**config.mk**
```make
export PLATFORM = sky130hd
export DESIGN_NAME = mem_access_ctrl
export DESIGN_NICKNAME = d
export VERILOG_FILES = /design/src/rtl/mem_pkg.sv /design/src/rtl/mem_op_decode.sv /design/src/rtl/mem_access_ctrl.sv
export SDC_FILE = /design/constraint.sdc
export NUM_CORES = 1
export LEC_CHECK = 0
export CAP_MARGIN = 20
export CORE_MARGIN = 4
export CORE_UTILIZATION = 36
export DETAILED_ROUTE_END_ITERATION = 16
export GPL_ROUTABILITY_DRIVEN = 0
export HOLD_SLACK_MARGIN = 0.08
export MAX_ROUTING_LAYER = met4
export PLACE_DENSITY = 0.78
export SLEW_MARGIN = 20
export SYNTH_ARGS = -nofsm -noshare
export SYNTH_HDL_FRONTEND = slang
export SYNTH_SLANG_ARGS = --single-unit
```
**constraint.sdc**
```tcl
create_clock -name clk -period 2.5 [get_ports clk]
set_input_delay 0.5 -clock clk [delete_from_list [all_inputs] [get_ports clk]]
set_output_delay 0.5 -clock clk [all_outputs]
set_load 0.005 [all_outputs]
```
**src/rtl/mem_pkg.sv**
```systemverilog
// Package: mem_pkg
// Shared encodings for the data-memory load/store sequencer:
//   - OP_*     : request op codes presented on req_op
//   - INCH_*   : dmem store-width select (dmem_inchoice)
//   - OUTCH_*  : dmem load-type select (dmem_outchoice)
//   - mem_state_e : sequencer FSM states
//   - access_misaligned() : alignment rule shared by decode and anyone else who needs it
package mem_pkg;

    localparam logic [3:0] OP_LW  = 4'd0;
    localparam logic [3:0] OP_LH  = 4'd1;
    localparam logic [3:0] OP_LHU = 4'd2;
    localparam logic [3:0] OP_LB  = 4'd3;
    localparam logic [3:0] OP_LBU = 4'd4;
    localparam logic [3:0] OP_SW  = 4'd8;
    localparam logic [3:0] OP_SH  = 4'd9;
    localparam logic [3:0] OP_SB  = 4'd10;

    localparam logic [1:0] INCH_WORD = 2'b00;
    localparam logic [1:0] INCH_HALF = 2'b01;
    localparam logic [1:0] INCH_BYTE = 2'b10;

    localparam logic [2:0] OUTCH_LW  = 3'b000;
    localparam logic [2:0] OUTCH_LH  = 3'b001;
    localparam logic [2:0] OUTCH_LHU = 3'b010;
    localparam logic [2:0] OUTCH_LB  = 3'b011;
    localparam logic [2:0] OUTCH_LBU = 3'b100;

    typedef enum logic [1:0] {
        StIdle   = 2'd0,
        StAccess = 2'd1,
        StWait   = 2'd2,
        StDone   = 2'd3
    } mem_state_e;

    // Width is expressed in the INCH_* encoding so loads and stores share one rule.
    function automatic logic access_misaligned(input logic [1:0] width,
                                               input logic [1:0] addr_lo);
        logic mis;
        mis = 1'b0;
        case (width)
            INCH_WORD: mis = (addr_lo != 2'b00);
            INCH_HALF: mis = addr_lo[0];
            default:   mis = 1'b0;
        endcase
        return mis;
    endfunction

endpackage

```
**src/rtl/mem_op_decode.sv**
```systemverilog
// Module: mem_op_decode
// Purely combinational decode of a memory op code into dmem controls.
// Ports:
//   op          in  4  request op code (OP_* in mem_pkg)
//   addr_lo     in  2  low byte-address bits, for the alignment check
//   is_load     out 1  op is LW/LH/LHU/LB/LBU
//   is_store    out 1  op is SW/SH/SB
//   inchoice    out 2  access width in INCH_* encoding (dmem store width)
//   outchoice   out 3  dmem load type (OUTCH_*)
//   misaligned  out 1  valid op whose address breaks its natural alignment
module mem_op_decode
    import mem_pkg::*;
(
    input  logic [3:0] op,
    input  logic [1:0] addr_lo,
    output logic       is_load,
    output logic       is_store,
    output logic [1:0] inchoice,
    output logic [2:0] outchoice,
    output logic       misaligned
);

    always_comb begin
        is_load   = 1'b0;
        is_store  = 1'b0;
        inchoice  = INCH_WORD;
        outchoice = OUTCH_LW;
        case (op)
            OP_LW: begin
                is_load   = 1'b1;
                outchoice = OUTCH_LW;
            end
            OP_LH: begin
                is_load   = 1'b1;
                inchoice  = INCH_HALF;
                outchoice = OUTCH_LH;
            end
            OP_LHU: begin
                is_load   = 1'b1;
                inchoice  = INCH_HALF;
                outchoice = OUTCH_LHU;
            end
            OP_LB: begin
                is_load   = 1'b1;
                inchoice  = INCH_BYTE;
                outchoice = OUTCH_LB;
            end
            OP_LBU: begin
                is_load   = 1'b1;
                inchoice  = INCH_BYTE;
                outchoice = OUTCH_LBU;
            end
            OP_SW: begin
                is_store = 1'b1;
            end
            OP_SH: begin
                is_store = 1'b1;
                inchoice = INCH_HALF;
            end
            OP_SB: begin
                is_store = 1'b1;
                inchoice = INCH_BYTE;
            end
            default: begin
                is_load  = 1'b0;
                is_store = 1'b0;
            end
        endcase
        // Unused op codes are no-ops and never trap.
        misaligned = (is_load | is_store) & access_misaligned(inchoice, addr_lo);
    end

endmodule

```
**src/rtl/mem_access_ctrl.sv**
```systemverilog
// Module: mem_access_ctrl
// Load/store sequencer sitting directly in front of the data memory. Accepts one op
// at a time from the MEM stage, drives the registered dmem controls, absorbs the
// dmem's one-cycle registered read latency and reports completion with a done pulse.
// Optional feature macro: MEM_MISALIGN_TRAP_EN
//   defined   : misaligned word/half ops are trapped at acceptance (IDLE->DONE, fault=1)
//   undefined : no alignment check, fault is always 0
// Ports:
//   clk, rst_n       clock (rising edge), asynchronous active-low reset
//   req_valid        request strobe, sampled only in IDLE
//   req_op           op code (OP_* in mem_pkg)
//   req_addr         byte address
//   req_wdata        store data, right-justified
//   busy             request accepted and not yet completed (ACCESS/WAIT)
//   done             one-cycle completion pulse (DONE)
//   rdata            load result, valid while done
//   fault            misalignment flag, valid while done
//   dmem_wen         dmem write enable
//   dmem_inchoice    store width: 00 word, 01 half, 10 byte
//   dmem_outchoice   load type: 000 LW, 001 LH, 010 LHU, 011 LB, 100 LBU
//   dmem_addr        dmem byte address (upper bits zero)
//   dmem_wdata       dmem write data
//   dmem_rdata       dmem data_out, registered inside the dmem
module mem_access_ctrl
    import mem_pkg::*;
#(
    parameter int unsigned ADDR_W  = 32,
    parameter int unsigned DATA_W  = 32,
    parameter int unsigned DMEM_AW = 8
) (
    input  logic              clk,
    input  logic              rst_n,
    input  logic              req_valid,
    input  logic [3:0]        req_op,
    input  logic [ADDR_W-1:0] req_addr,
    input  logic [DATA_W-1:0] req_wdata,
    output logic              busy,
    output logic              done,
    output logic [DATA_W-1:0] rdata,
    output logic              fault,
    output logic              dmem_wen,
    output logic [1:0]        dmem_inchoice,
    output logic [2:0]        dmem_outchoice,
    output logic [ADDR_W-1:0] dmem_addr,
    output logic [DATA_W-1:0] dmem_wdata,
    input  logic [DATA_W-1:0] dmem_rdata
);

    mem_state_e state_q, state_d;

    logic              is_load_q, is_load_d;
    logic              fault_q, fault_d;
    logic [DATA_W-1:0] rdata_q, rdata_d;
    logic              dmem_wen_q, dmem_wen_d;
    logic [1:0]        dmem_inchoice_q, dmem_inchoice_d;
    logic [2:0]        dmem_outchoice_q, dmem_outchoice_d;
    logic [ADDR_W-1:0] dmem_addr_q, dmem_addr_d;
    logic [DATA_W-1:0] dmem_wdata_q, dmem_wdata_d;

    logic       dec_is_load;
    logic       dec_is_store;
    logic [1:0] dec_inchoice;
    logic [2:0] dec_outchoice;
    logic       dec_misaligned;
    logic       trap;

    mem_op_decode u_decode (
        .op         (req_op),
        .addr_lo    (req_addr[1:0]),
        .is_load    (dec_is_load),
        .is_store   (dec_is_store),
        .inchoice   (dec_inchoice),
        .outchoice  (dec_outchoice),
        .misaligned (dec_misaligned)
    );

`ifdef MEM_MISALIGN_TRAP_EN
    assign trap = dec_misaligned;
`else
    logic unused_misaligned;
    assign unused_misaligned = dec_misaligned;
    assign trap              = 1'b0;
`endif

    // The dmem only decodes the low DMEM_AW address bits.
    logic unused_addr_hi;
    assign unused_addr_hi = ^req_addr[ADDR_W-1:DMEM_AW];

    always_comb begin
        state_d          = state_q;
        is_load_d        = is_load_q;
        fault_d          = fault_q;
        rdata_d          = rdata_q;
        dmem_wen_d       = 1'b0;
        dmem_inchoice_d  = dmem_inchoice_q;
        dmem_outchoice_d = dmem_outchoice_q;
        dmem_addr_d      = dmem_addr_q;
        dmem_wdata_d     = dmem_wdata_q;

        case (state_q)
            StIdle: begin
                if (req_valid) begin
                    is_load_d        = dec_is_load;
                    fault_d          = trap;
                    dmem_inchoice_d  = dec_inchoice;
                    dmem_outchoice_d = dec_outchoice;
                    dmem_addr_d      = {{(ADDR_W-DMEM_AW){1'b0}}, req_addr[DMEM_AW-1:0]};
                    dmem_wdata_d     = req_wdata;
                    if (trap) begin
                        rdata_d = '0;
                        state_d = StDone;
                    end else begin
                        // wen is registered, so it is high exactly for the ACCESS cycle.
                        dmem_wen_d = dec_is_store;
                        state_d    = StAccess;
                        if (!dec_is_load && !dec_is_store) begin
                            rdata_d = '0;
                        end
                    end
                end
            end
            StAccess: begin
                state_d = is_load_q ? StWait : StDone;
            end
            StWait: begin
                // dmem registered the read at the end of ACCESS; data is valid now.
                rdata_d = dmem_rdata;
                state_d = StDone;
            end
            StDone: begin
                state_d = StIdle;
            end
            default: begin
                state_d = StIdle;
            end
        endcase
    end

    always_ff @(posedge clk or negedge rst_n) begin
        if (!rst_n) begin
            state_q          <= StIdle;
            is_load_q        <= 1'b0;
            fault_q          <= 1'b0;
            rdata_q          <= '0;
            dmem_wen_q       <= 1'b0;
            dmem_inchoice_q  <= INCH_WORD;
            dmem_outchoice_q <= OUTCH_LW;
            dmem_addr_q      <= '0;
            dmem_wdata_q     <= '0;
        end else begin
            state_q          <= state_d;
            is_load_q        <= is_load_d;
            fault_q          <= fault_d;
            rdata_q          <= rdata_d;
            dmem_wen_q       <= dmem_wen_d;
            dmem_inchoice_q  <= dmem_inchoice_d;
            dmem_outchoice_q <= dmem_outchoice_d;
            dmem_addr_q      <= dmem_addr_d;
            dmem_wdata_q     <= dmem_wdata_d;
        end
    end

    assign busy           = (state_q == StAccess) || (state_q == StWait);
    assign done           = (state_q == StDone);
    assign rdata          = rdata_q;
    assign fault          = fault_q;
    assign dmem_wen       = dmem_wen_q;
    assign dmem_inchoice  = dmem_inchoice_q;
    assign dmem_outchoice = dmem_outchoice_q;
    assign dmem_addr      = dmem_addr_q;
    assign dmem_wdata     = dmem_wdata_q;

endmodule

```
---- Yosys cells after proc, flatten, opt, wreduce, memory -nomap -nowiden ----
Cells that the tools add are included.
W data, S select, Z words.
word-level totals
  flip-flop bits (word level) ............. 81
  input bits .............................. 103
operators by class
  equality and inequality tests ........... 12
  mux-type cells .......................... 12
  reduce and logical (&&, ||, !) cells .... 13
operators with widths
  kind                  number
  $mux W32              2
  $pmux W32 S2          1
  $eq A4 B4 Y1 const B  3
  $pmux W3 S4           1
  $reduce_or A3 Y1      3
  $eq A4 B2 Y1 const B  2
  $pmux W2 S4           1
  $mux W1               5
  $reduce_or A5 Y1      1
  $eq A2 B2 Y1 const B  2
  $eq A4 B1 Y1 const B  1
  $eq A4 B3 Y1 const B  1
  $logic_not A4 Y1      1
  $ne A2 B2 Y1 const B  2
  $pmux W2 S2           1
  $reduce_and A3 Y1     1
  $eq A2 B1 Y1 const B  1
  $logic_not A1 Y1      2
  $logic_not A2 Y1      1
  $mux W2               1
  $reduce_and A2 Y1     1
  $reduce_bool A2 Y1    1
  $logic_and A1 B1 Y1   1
  $logic_or A1 B1 Y1    1

---- Logic depth before layout (Yosys ltp) ----
Gate-level depths: netlist (run 1).
  depth after elaboration ................. 8
  depth in mapped cells ................... 7
  mapped depth without buffers ............ 5

---- By module ----
Synthesis (run 1) repeated with hierarchy kept, for this count alone.
unflattened totals
  cell total of the unflattened synthesis .. 300
  area total of the unflattened synthesis .. 3648.5 µm²
by module, submodules not included
  module           instances  cells each  area an instance (µm²)
  mem_access_ctrl  1          280         3514.6
  mem_op_decode    1          20          133.9

---- Worst setup path after synthesis (run 1) ----
No wires, ideal clock.
  kind .................................... in2reg
  start point ............................. input port req_op[2]
  end point ............................... register rdata_q[0], in the netlist rdata[0]
  arrival ................................. 1.493 ns
  data required time ...................... 2.379 ns
  setup slack ............................. 0.886 ns
  stages on the path ...................... 7
  cells stage by stage .................... buf_4 > a21oi_2 > o221ai_1 > and2_1 > buf_6 > buf_6 > a22o_1
on the way
  word-level cells in the longest chain between the ends .. 7
  elaborated cells between the ends (all ways) .. 17
  classes of those cells .................. 8 x eq/ne; 2 x mux; 7 x reduce/logical
RTL lines
  what                                                            RTL line                RTL
  from (decl)                                                     mem_access_ctrl.sv:34   input logic [3:0] req_op,
  $eq A4 B1 Y1, or another cell as far along                      mem_op_decode.sv:28     case (op)
  $reduce_or A5 Y1 (no line) or $reduce_or A3 Y1 (tied branches)  n/a
  $mux W1                                                         mem_op_decode.sv:28
  $logic_not A1 Y1                                                mem_access_ctrl.sv:116  if (!dec_is_load && !dec_is_store) begin
  $logic_and A1 B1 Y1 *                                           mem_access_ctrl.sv:116
  $ne A2 B2 Y1 (no line) *                                        n/a
  $reduce_and A3 Y1 (no line) *                                   n/a
  to (signal assigned)                                            mem_access_ctrl.sv:154  rdata_q <= rdata_d;
  to (decl)                                                       mem_access_ctrl.sv:53   logic [DATA_W-1:0] rdata_q, rdata_d;
Mark *: on every way between the ends. The rest lies on a longest branch, timed or not.
A chain may end at the register's enable or synchronous reset.

---- Worst setup path in the final report (run 1) ----
  start point ............................. register state_q[0]
  end point ............................... output port busy
on the way
  word-level cells in the longest chain between the ends .. 2
  elaborated cells between the ends (all ways) .. 3
  classes of those cells .................. 2 x eq/ne; 1 x reduce/logical
RTL lines
  what                                          RTL line                RTL
  from (decl)                                   mem_access_ctrl.sv:49   mem_state_e state_q, state_d;
  from (signal assigned)                        mem_access_ctrl.sv:141  state_q <= StIdle;
  from (signal assigned)                        mem_access_ctrl.sv:151  state_q <= state_d;
  $eq A2 B1 Y1 or $eq A2 B2 Y1 (tied branches)  mem_access_ctrl.sv:163  assign busy = (state_q == StAccess) || (state_q == StWait);
  $logic_or A1 B1 Y1 *                          mem_access_ctrl.sv:163
  to (decl)                                     mem_access_ctrl.sv:37   output logic busy,
Marks and branches as above.

==> results of run 1 <==
sequential cells by signal (all words and copies together) (netlist names):
signal,cells
rdata,32
dmem_wen,1
dmem_outchoice,3
state_q,2
dmem_wdata,32
is_load_q,1
dmem_addr,8
dmem_inchoice,2
path summary, 6_finish.rpt:
check                      depth (start not counted)                             to                           from  slack, ps
setup / recovery                                   3                           busy         state_q[0]$_DFFE_PN0P_        360
hold / removal                                     1           rdata[9]$_DFFE_PN0P_                          rst_n        190
setup reg to reg                                   6          rdata[28]$_DFFE_PN0P_         state_q[1]$_DFFE_PN0P_        660
hold reg to reg                                    2  dmem_outchoice[2]$_DFFE_PN0P_  dmem_outchoice[2]$_DFFE_PN0P_        490
max in group asynchronous                          2     dmem_wdata[14]$_DFFE_PN0P_                          rst_n       1690
min in group clk                                   2  dmem_outchoice[2]$_DFFE_PN0P_  dmem_outchoice[2]$_DFFE_PN0P_        490
final cells by class:
type,instances,share of cell area (%)
clock buffer,12,2.81
inverter,6,0.436
clock inverter,4,0.994
multi-input combinational,139,21.3
sequential,81,39.3
tap,108,2.62
timing repair buffer,165,32.6
metrics by stage:
step,total power [µW],instances,util (%),hold slack (ps)
2_1_floorplan,3470,266,-,204
3_3_place_gp,5040,499,55.9,466
3_5_place_dp,5140,499,55.9,481
4_1_cts,6130,515,58.1,205
5_1_grt,6460,515,58.1,228
6_report,6020,515,58.1,189
power groups by stage:
stage	logic (µW)	clock network [µW]	registers [µW]
final	2800	954	2260
after global routing	3060	1050	2350
after CTS	2870	991	2270
after detailed placement	2850	0	2290
after global placement	2790	0	2250
after floorplan	1150	0	2320
critical path, stage by stage, from the launching register on:
cell	delay (ps)
dfrtp_1	420
inv_1	90
ha_1	300
clkdlybuf4s50_1	500
per-layer routing:
metal / wire length (µm) / vias to the layer above
li1: - / 1128
met3: 670 / 9
met4: 99 / 0
met1: 3450 / 1185
met5: 0 / -
met2: 4060 / 111
kinds of logic after synthesis:
group                      count (synthesis)  synth area share, %
AOI/OAI and AO/OA                         52                 12.4
and+or+nand+nor                           18                 2.65
DFF                                       81                 60.5
other                                      1                0.112
buffers and inverters                     46                 9.48
adders and majority gates                  4                 1.49
muxes                                     40                 13.4
synth_stat cells (2+ instances only):
library cell,n
dfrtp_1,81
a22o_1,34
mux2_2,33
buf_4,26
nand2_1,9
buf_2,8
mux2_1,7
o21ai_0,7
buf_6,5
inv_1,5
ha_1,4
a21oi_1,2
nor2b_1,2
nor3_1,2
o21ai_1,2
==> impl_metrics.tcl, run 1 <==
set metrics [dict create \
    clkPwrFrac_pct 15.8 \
    status "finished clean" \
    synthTopCellsByArea "dfrtp_1, mux2_2, a22o_1, buf_4, mux2_1" \
    die-area_um2 10900 \
    grt_pass1_vias 2593 \
    peakVddDrop_mv 0.547 \
    seqCellArea_um2 2030 \
    fin_nets 509 \
    antennaDiodeCount 0 \
    via_count 2433 \
    required_ps 2000 \
    clock_skew_ps 12.8 \
    antenna_found_initial 0 \
    final_cell_mix "clkdlybuf4s50_1, dfrtp_1, a22o_1, mux2_2, conb_1" \
    grt_first_pass_wirelength_mm 13.6 \
    insertion_delay_ps 330 \
    drive_gt1_share_pct 14.7 \
    slew_viol_final 0 \
    viasPerCell 4.72 \
    tritoncts "done" \
    async_reset_ff_share_pct 100 \
    worstSetupPathType "flop to output port" \
    p_sw_uw 1750 \
    final_common_cell "clkdlybuf4s50_1" \
    placedInstanceArea_um2 4970 \
    multi_input_area_um2 1100 \
    portBuffers 158 \
    cts_buffers 9 \
    use_met3_pct 5.34 \
    arrival_ps 1640 \
    ant_nets 0 \
    power_density_nw_per_um2 1170 \
    maxClockFrequency_ghz 0.466 \
    rsz0062_at_grt "false" \
    leakagePower_uw 0.00227 \
    synth_enable_flop_cells 0 \
    area_growth_pct 54.0 \
    synth_top_area_cell "dfrtp_1" \
    num_io_pins 208 \
    start_util_pct 37.7 \
    power_frac_comb_pct 46.6 \
    grt_usage_pct 15.9 \
    met1_usage_pct 19.0 \
    hold_viol_final 0 \
    worstMarginPinSlew_ps 653 \
    grt_overflow 0 \
    drt_iter0_drc 67 \
    preCtsSetupSlack_ps 232 \
    cts-htree-levels 3 \
    drt_pass1_iterations 3 \
    cp-end-kind "output port" \
    synth_ff_type "dfrtp_1" \
    setup_viol 0 \
    ys_ff_latch 81 \
    syn_inst 242 \
    wl_per_cell_um 16.1 \
    clk_pin_slew_ps 90 \
    maxSlewHeadroom_pct 56.5 \
    grt_busiest_layer "met2" \
    synth_area_um2 3350 \
    core-area_um2 8890 \
    die_x_um 104 \
    max_cap_viol_count 0 \
    period_needed_ps 2140 \
    syn_avg_cell_area_um2 13.9 \
    post_cts_resized 0 \
    hp-class "input port to async pin" \
    cts_root_buf "clkbuf_8" \
    cts_sinks 81 \
    power_switching_share_pct 29.1 \
    ys_warn_count 0 \
    drc 0 \
    synth_seq_area_share_pct 60.5 \
    cp_max_fo 5 \
    setup_ws_ps 356 \
    cts-hold-fix-buffers 0 \
    grt_max_degree 52 \
    fin_crit_sh_pct 85.8 \
    p_int_uw 4270 \
    ys_types 30 \
    final_area_um2 5160 \
    synth_top_area_share_pct 60.5 \
    tns_ps 0 \
    routed_wl_mm 8.28 \
    rows 34 \
    start_kind "flop" \
    clock_path_buffers 2 \
    cts_setup_buffers 0 \
    fillers 726 \
    hpwl_mm 6.21 \
    die_h_um 104 \
    met2_usage_pct 26.0 \
    seq_power_share_pct 37.6 \
]
Note: power is estimated with default switching activity, not from simulation.
==> inputs of run 2 (changes only) <==
ABC_AREA = 1   (was not set)
PLACE_DENSITY = 0.75   (was 0.78)
==> impl_metrics.tcl, run 2 <==
set metrics [dict create \
    met2_usage_pct 25.5 \
    grt_first_pass_wirelength_mm 14.6 \
    insertion_delay_ps 350 \
    start_util_pct 37.4 \
    fillers 911 \
    maxClockFrequency_ghz 0.463 \
    num_io_pins 208 \
    drt_iter0_drc 156 \
    status "finished clean" \
    period_needed_ps 2160 \
    cp-end-kind "output port" \
    clk_pin_slew_ps 90 \
    slew_viol_final 0 \
    cts_buffers 9 \
    grt_pass1_vias 3117 \
    fin_util_pct 55.6 \
    via_count 3226 \
    synth_area_um2 3690 \
    fin_crit_sh_pct 86.4 \
    slowest_delay_ps 530 \
    seqCellArea_um2 2030 \
    multi_input_area_um2 1300 \
    reg2reg_to "rdata[19]$_DFFE_PN0P_" \
    cts-htree-levels 3 \
    final_cell_mix "nand2_1, clkdlybuf4s50_1, dfrtp_1, inv_1, nand3_1" \
    ys_types 22 \
    place_inst 734 \
    worstSetupPathType "flop to output port" \
    grt_max_degree 47 \
    synth_top_area_share_pct 54.9 \
    cts_sinks 81 \
    final_common_cell "nand2_1" \
    peakVddDrop_mv 0.489 \
    worstReg2RegStart "state_q[0]$_DFFE_PN0P_" \
    area_growth_pct 48.6 \
    hp-class "input port to async pin" \
    die_x_um 109 \
    reg2reg_slack_ps 660 \
    clkPwrFrac_pct 14.8 \
    antenna_found_initial 0 \
    clock_skew_ps 7.12 \
    tns_ps 0 \
    wl_per_cell_um 12.4 \
    grt_overflow 0 \
    max_cap_viol_count 0 \
    ant_nets 0 \
    drt_pass1_iterations 4 \
    synthTopCellsByArea "dfrtp_1, nand2_1, buf_4, nand3_1, inv_1" \
    cp_max_fo 4 \
    seq_power_share_pct 37.6 \
    post_cts_resized 0 \
    cp_cell_sequence "inv_1 > ha_1 > clkdlybuf4s50_1" \
    synth_enable_flop_cells 0 \
    ys_ff_latch 81 \
    grt_usage_pct 15.9 \
    die-area_um2 11900 \
    syn_inst 458 \
    viasPerCell 4.30 \
    power_density_nw_per_um2 1100 \
    async_reset_ff_share_pct 100 \
    drive_gt1_share_pct 4.70 \
    rows 36 \
    core-area_um2 9860 \
    fin_nets 719 \
    syn_avg_cell_area_um2 8.06 \
    synth_seq_area_share_pct 54.9 \
    critPathTopFamily "buffers and inverters" \
    drc 0 \
    hpwl_mm 6.99 \
    tritoncts "done" \
    synth_common_cells "nand2_1, dfrtp_1, inv_1, nand3_1, buf_4" \
    grt_busiest_layer "met2" \
    synth_ff_type "dfrtp_1" \
    clock_path_buffers 2 \
    p_sw_uw 2110 \
    worst-r2r-cell-count 8 \
    instances_no_fill 750 \
    power_switching_share_pct 34.9 \
    routed_wl_mm 9.34 \
    die_h_um 109 \
    arrival_ps 1660 \
    antennaDiodeCount 0 \
    leakagePower_uw 0.00293 \
    start_kind "flop" \
    cts_setup_buffers 0 \
    synth_top_area_cell "dfrtp_1" \
    rsz0062_at_grt "false" \
    slowest_stage "clkdlybuf4s50_1" \
    cts_root_buf "clkbuf_8" \
    portBuffers 158 \
    hold_viol_final 0 \
    crit_buf_inv 2 \
    p_int_uw 3940 \
    cts-hold-fix-buffers 0 \
    setup_viol 0 \
    use_met3_pct 4.50 \
    synth_most_common_cell "nand2_1" \
    ys_warn_count 0 \
    met1_usage_pct 19.3 \
    required_ps 2000 \
    power_frac_comb_pct 47.6 \
]
run 2: power groups by stage:
stage	registers [µW]	clock network, µW	logic (µW)
2_1_floorplan	2320	0	1240
3_3_place_gp	2280	0	2880
3_5_place_dp	2300	0	2940
4_1_cts	2280	926	2950
5_1_grt	2360	979	3240
6_report	2280	894	2880
run 2: cell type report:
| type | count | area share, % |
|---|---|---|
| clock buffers | 11 | 2.76 |
| clock inverters | 5 | 0.707 |
| inverters | 40 | 2.74 |
| multi-input cells | 314 | 23.7 |
| flip-flops and latches | 81 | 36.9 |
| well taps | 133 | 3.03 |
| repair buffers | 166 | 30.1 |
run 2: logic make-up (layout without fill, tap and decap cells):
group,count (synthesis),after routing,synth area share (%)
AND/OR/NAND/NOR,275,275,29.7
buffers and inverters,87,222,12.3
flip-flops,81,81,54.9
AO/OA/AOI/OAI,10,10,1.66
adder cells (fa/ha/maj),4,4,1.36
other,1,25,0.102
run 2: routing by layer:
| metal | wire, µm | share of wire, % | vias up |
|---|---|---|---|
| met2 | 4360 | 47 | 135 |
| met1 | 3930 | 42 | 1437 |
| met5 | 0 | 0 | - |
| li1 | - | - | 1635 |
| met3 | 800 | 8.6 | 19 |
| met4 | 248 | 2.7 | 0 |
run 2: how the worst max path moves through the flow:
stage	startpoint	endpoint	depth (start not counted)
floorplan	state_q[0]$_DFFE_PN0P_	rdata[0]$_DFFE_PN0P_	7
finish	state_q[1]$_DFFE_PN0P_	busy	3
global placement	req_op[1]	rdata[28]$_DFFE_PN0P_	7
detailed placement	req_op[1]	rdata[9]$_DFFE_PN0P_	7
CTS	state_q[1]$_DFFE_PN0P_	busy	3
global route	state_q[1]$_DFFE_PN0P_	busy	3
run 2: through the flow:
step	total power [µW]	area, µm²	hold WS, ps	worst slack, ps
6_report	6050	5490	101	341
5_1_grt	6580	5490	125	217
4_1_cts	6150	5490	113	302
3_5_place_dp	5230	5300	468	264
3_3_place_gp	5150	5300	461	334
2_1_floorplan	3560	3780	204	1050
==> inputs of run 3 (changes only) <==
REMOVE_ABC_BUFFERS = 1   (was not set)
==> impl_metrics.tcl, run 3 (same netlist as run 2, synthesis figures left out) <==
set metrics [dict create \
    required_ps 2000 \
    period_needed_ps 2130 \
    via_count 3301 \
    tns_ps 0 \
    peakVddDrop_mv 0.533 \
    cts-htree-levels 3 \
    core-area_um2 9860 \
    grt_first_pass_wirelength_mm 14.8 \
    start_util_pct 37.4 \
    cp_max_fo 4 \
    fin_nets 719 \
    hpwl_mm 7.03 \
    grt_overflow 0 \
    ant_nets 0 \
    cts_setup_buffers 0 \
    worst-r2r-cell-count 7 \
    slowest_delay_ps 510 \
    die-area_um2 11900 \
    drt_iter0_drc 238 \
    tritoncts "done" \
    setup_viol 0 \
    hp-class "input port to async pin" \
    clock_skew_ps 7.20 \
    post_cts_resized 0 \
    cp_cell_sequence "inv_1 > ha_1 > clkdlybuf4s50_1" \
    clock_path_buffers 2 \
    final_cell_mix "nand2_1, clkdlybuf4s50_1, dfrtp_1, inv_1, nand3_1" \
    leakagePower_uw 0.00295 \
    p_total_uw 6320 \
    power_density_nw_per_um2 1140 \
    slew_viol_final 0 \
    wl_per_cell_um 12.8 \
    max_cap_viol_count 0 \
    final_area_um2 5530 \
    die_h_um 109 \
    viasPerCell 4.40 \
    clk_pin_slew_ps 80 \
    start_kind "flop" \
    status "finished clean" \
    area_growth_pct 49.7 \
    slowest_stage "clkdlybuf4s50_1" \
    cts-hold-fix-buffers 0 \
    worstSetupPathType "flop to output port" \
    num_io_pins 208 \
    antenna_found_initial 0 \
    antennaDiodeCount 0 \
    rows 36 \
    hold_viol_final 0 \
    grt_pass1_vias 3109 \
    cp-end-kind "output port" \
    cts_root_buf "clkbuf_8" \
    die_x_um 109 \
    insertion_delay_ps 340 \
    portBuffers 158 \
    rsz0062_at_grt "false" \
    drt_pass1_iterations 4 \
    worstReg2RegStart "state_q[0]$_DFFE_PN0P_" \
    arrival_ps 1630 \
    cts_sinks 81 \
    drc 0 \
    fin_crit_sh_pct 85.4 \
    grt_max_degree 45 \
    maxClockFrequency_ghz 0.469 \
    routed_wl_mm 9.59 \
    reg2reg_slack_ps 670 \
    drive_gt1_share_pct 4.54 \
    cts_buffers 9 \
    reg2reg_to "rdata[31]$_DFFE_PN0P_" \
    grt_usage_pct 16.3 \
    final_common_cell "nand2_1" \
    placedInstanceArea_um2 5290 \
]
==> run 3: cell count changes in the layout (fill, tap and decap cells not counted) <==
| cell | delta |
|---|---|
| clkbuf_1 | +1 |
| buf_12 | -1 |
| clkinv_4 | -2 |
| inv_6 | -1 |
| bufinv_16 | +3 |
| clkbuf_8 | -1 |
| buf_4 | +1 |
==> run 3: area by class of cell <==
class                   count  area, µm²
multi-input cells         314       1300
fillers                   865       4340
flip-flops and latches     81       2030
well taps                 133        166
clock buffers              11        141
inverters                  40        150
repair buffers            166       1640
clock inverters             5        103
==> run 3: worst max-delay path: cells and delay by family, from the launching register on <==
kind,cells,cell delay (ps)
buf+inv,2,600
flops,1,400
fa+ha+maj,1,300
==> run 3: how the worst max path moves through the flow <==
stage	slack [ps]	cells after the start	startpoint	endpoint
2_1_floorplan	-680	8	state_q[0]$_DFFE_PN0P_	rdata[0]$_DFFE_PN0P_
3_3_place_gp	540	7	req_op[1]	rdata[1]$_DFFE_PN0P_
3_5_place_dp	480	7	req_op[1]	rdata[22]$_DFFE_PN0P_
4_1_cts	340	3	state_q[1]$_DFFE_PN0P_	busy
5_1_grt	270	3	state_q[1]$_DFFE_PN0P_	busy
6_report	370	3	state_q[1]$_DFFE_PN0P_	busy
==> run 3: power by group <==
part / switching, µW / leakage, µW / internal (µW) / total [µW]
Combinational: 1310 / 0.00179 / 1580 / 2890
Sequential: 354 / 0.00104 / 1930 / 2290
Clock: 445 / 0.000120 / 689 / 1130
Total: 2110 / 0.00295 / 4210 / 6320
==> run 3: metal layers <==
metal / GRT usage [%] / wire, µm / vias to the layer above
li1: - / - / 1631
met1: 20.2 / 4250 / 1519
met2: 25.3 / 4280 / 149
met3: 5.09 / 1050 / 2
met4: 5.43 / 11 / 0
met5: - / 0 / -
==> run 3: metrics by stage <==
step | hold slack [ps] | util [%] | std cells | setup slack, ps
2_1_floorplan | 204 | - | 435 | -677
3_3_place_gp | 460 | 53.6 | 734 | 544
3_5_place_dp | 464 | 53.6 | 734 | 482
4_1_cts | 110 | 56.1 | 750 | 336
5_1_grt | 124 | 56.1 | 750 | 274
6_report | 104 | 56.1 | 750 | 366
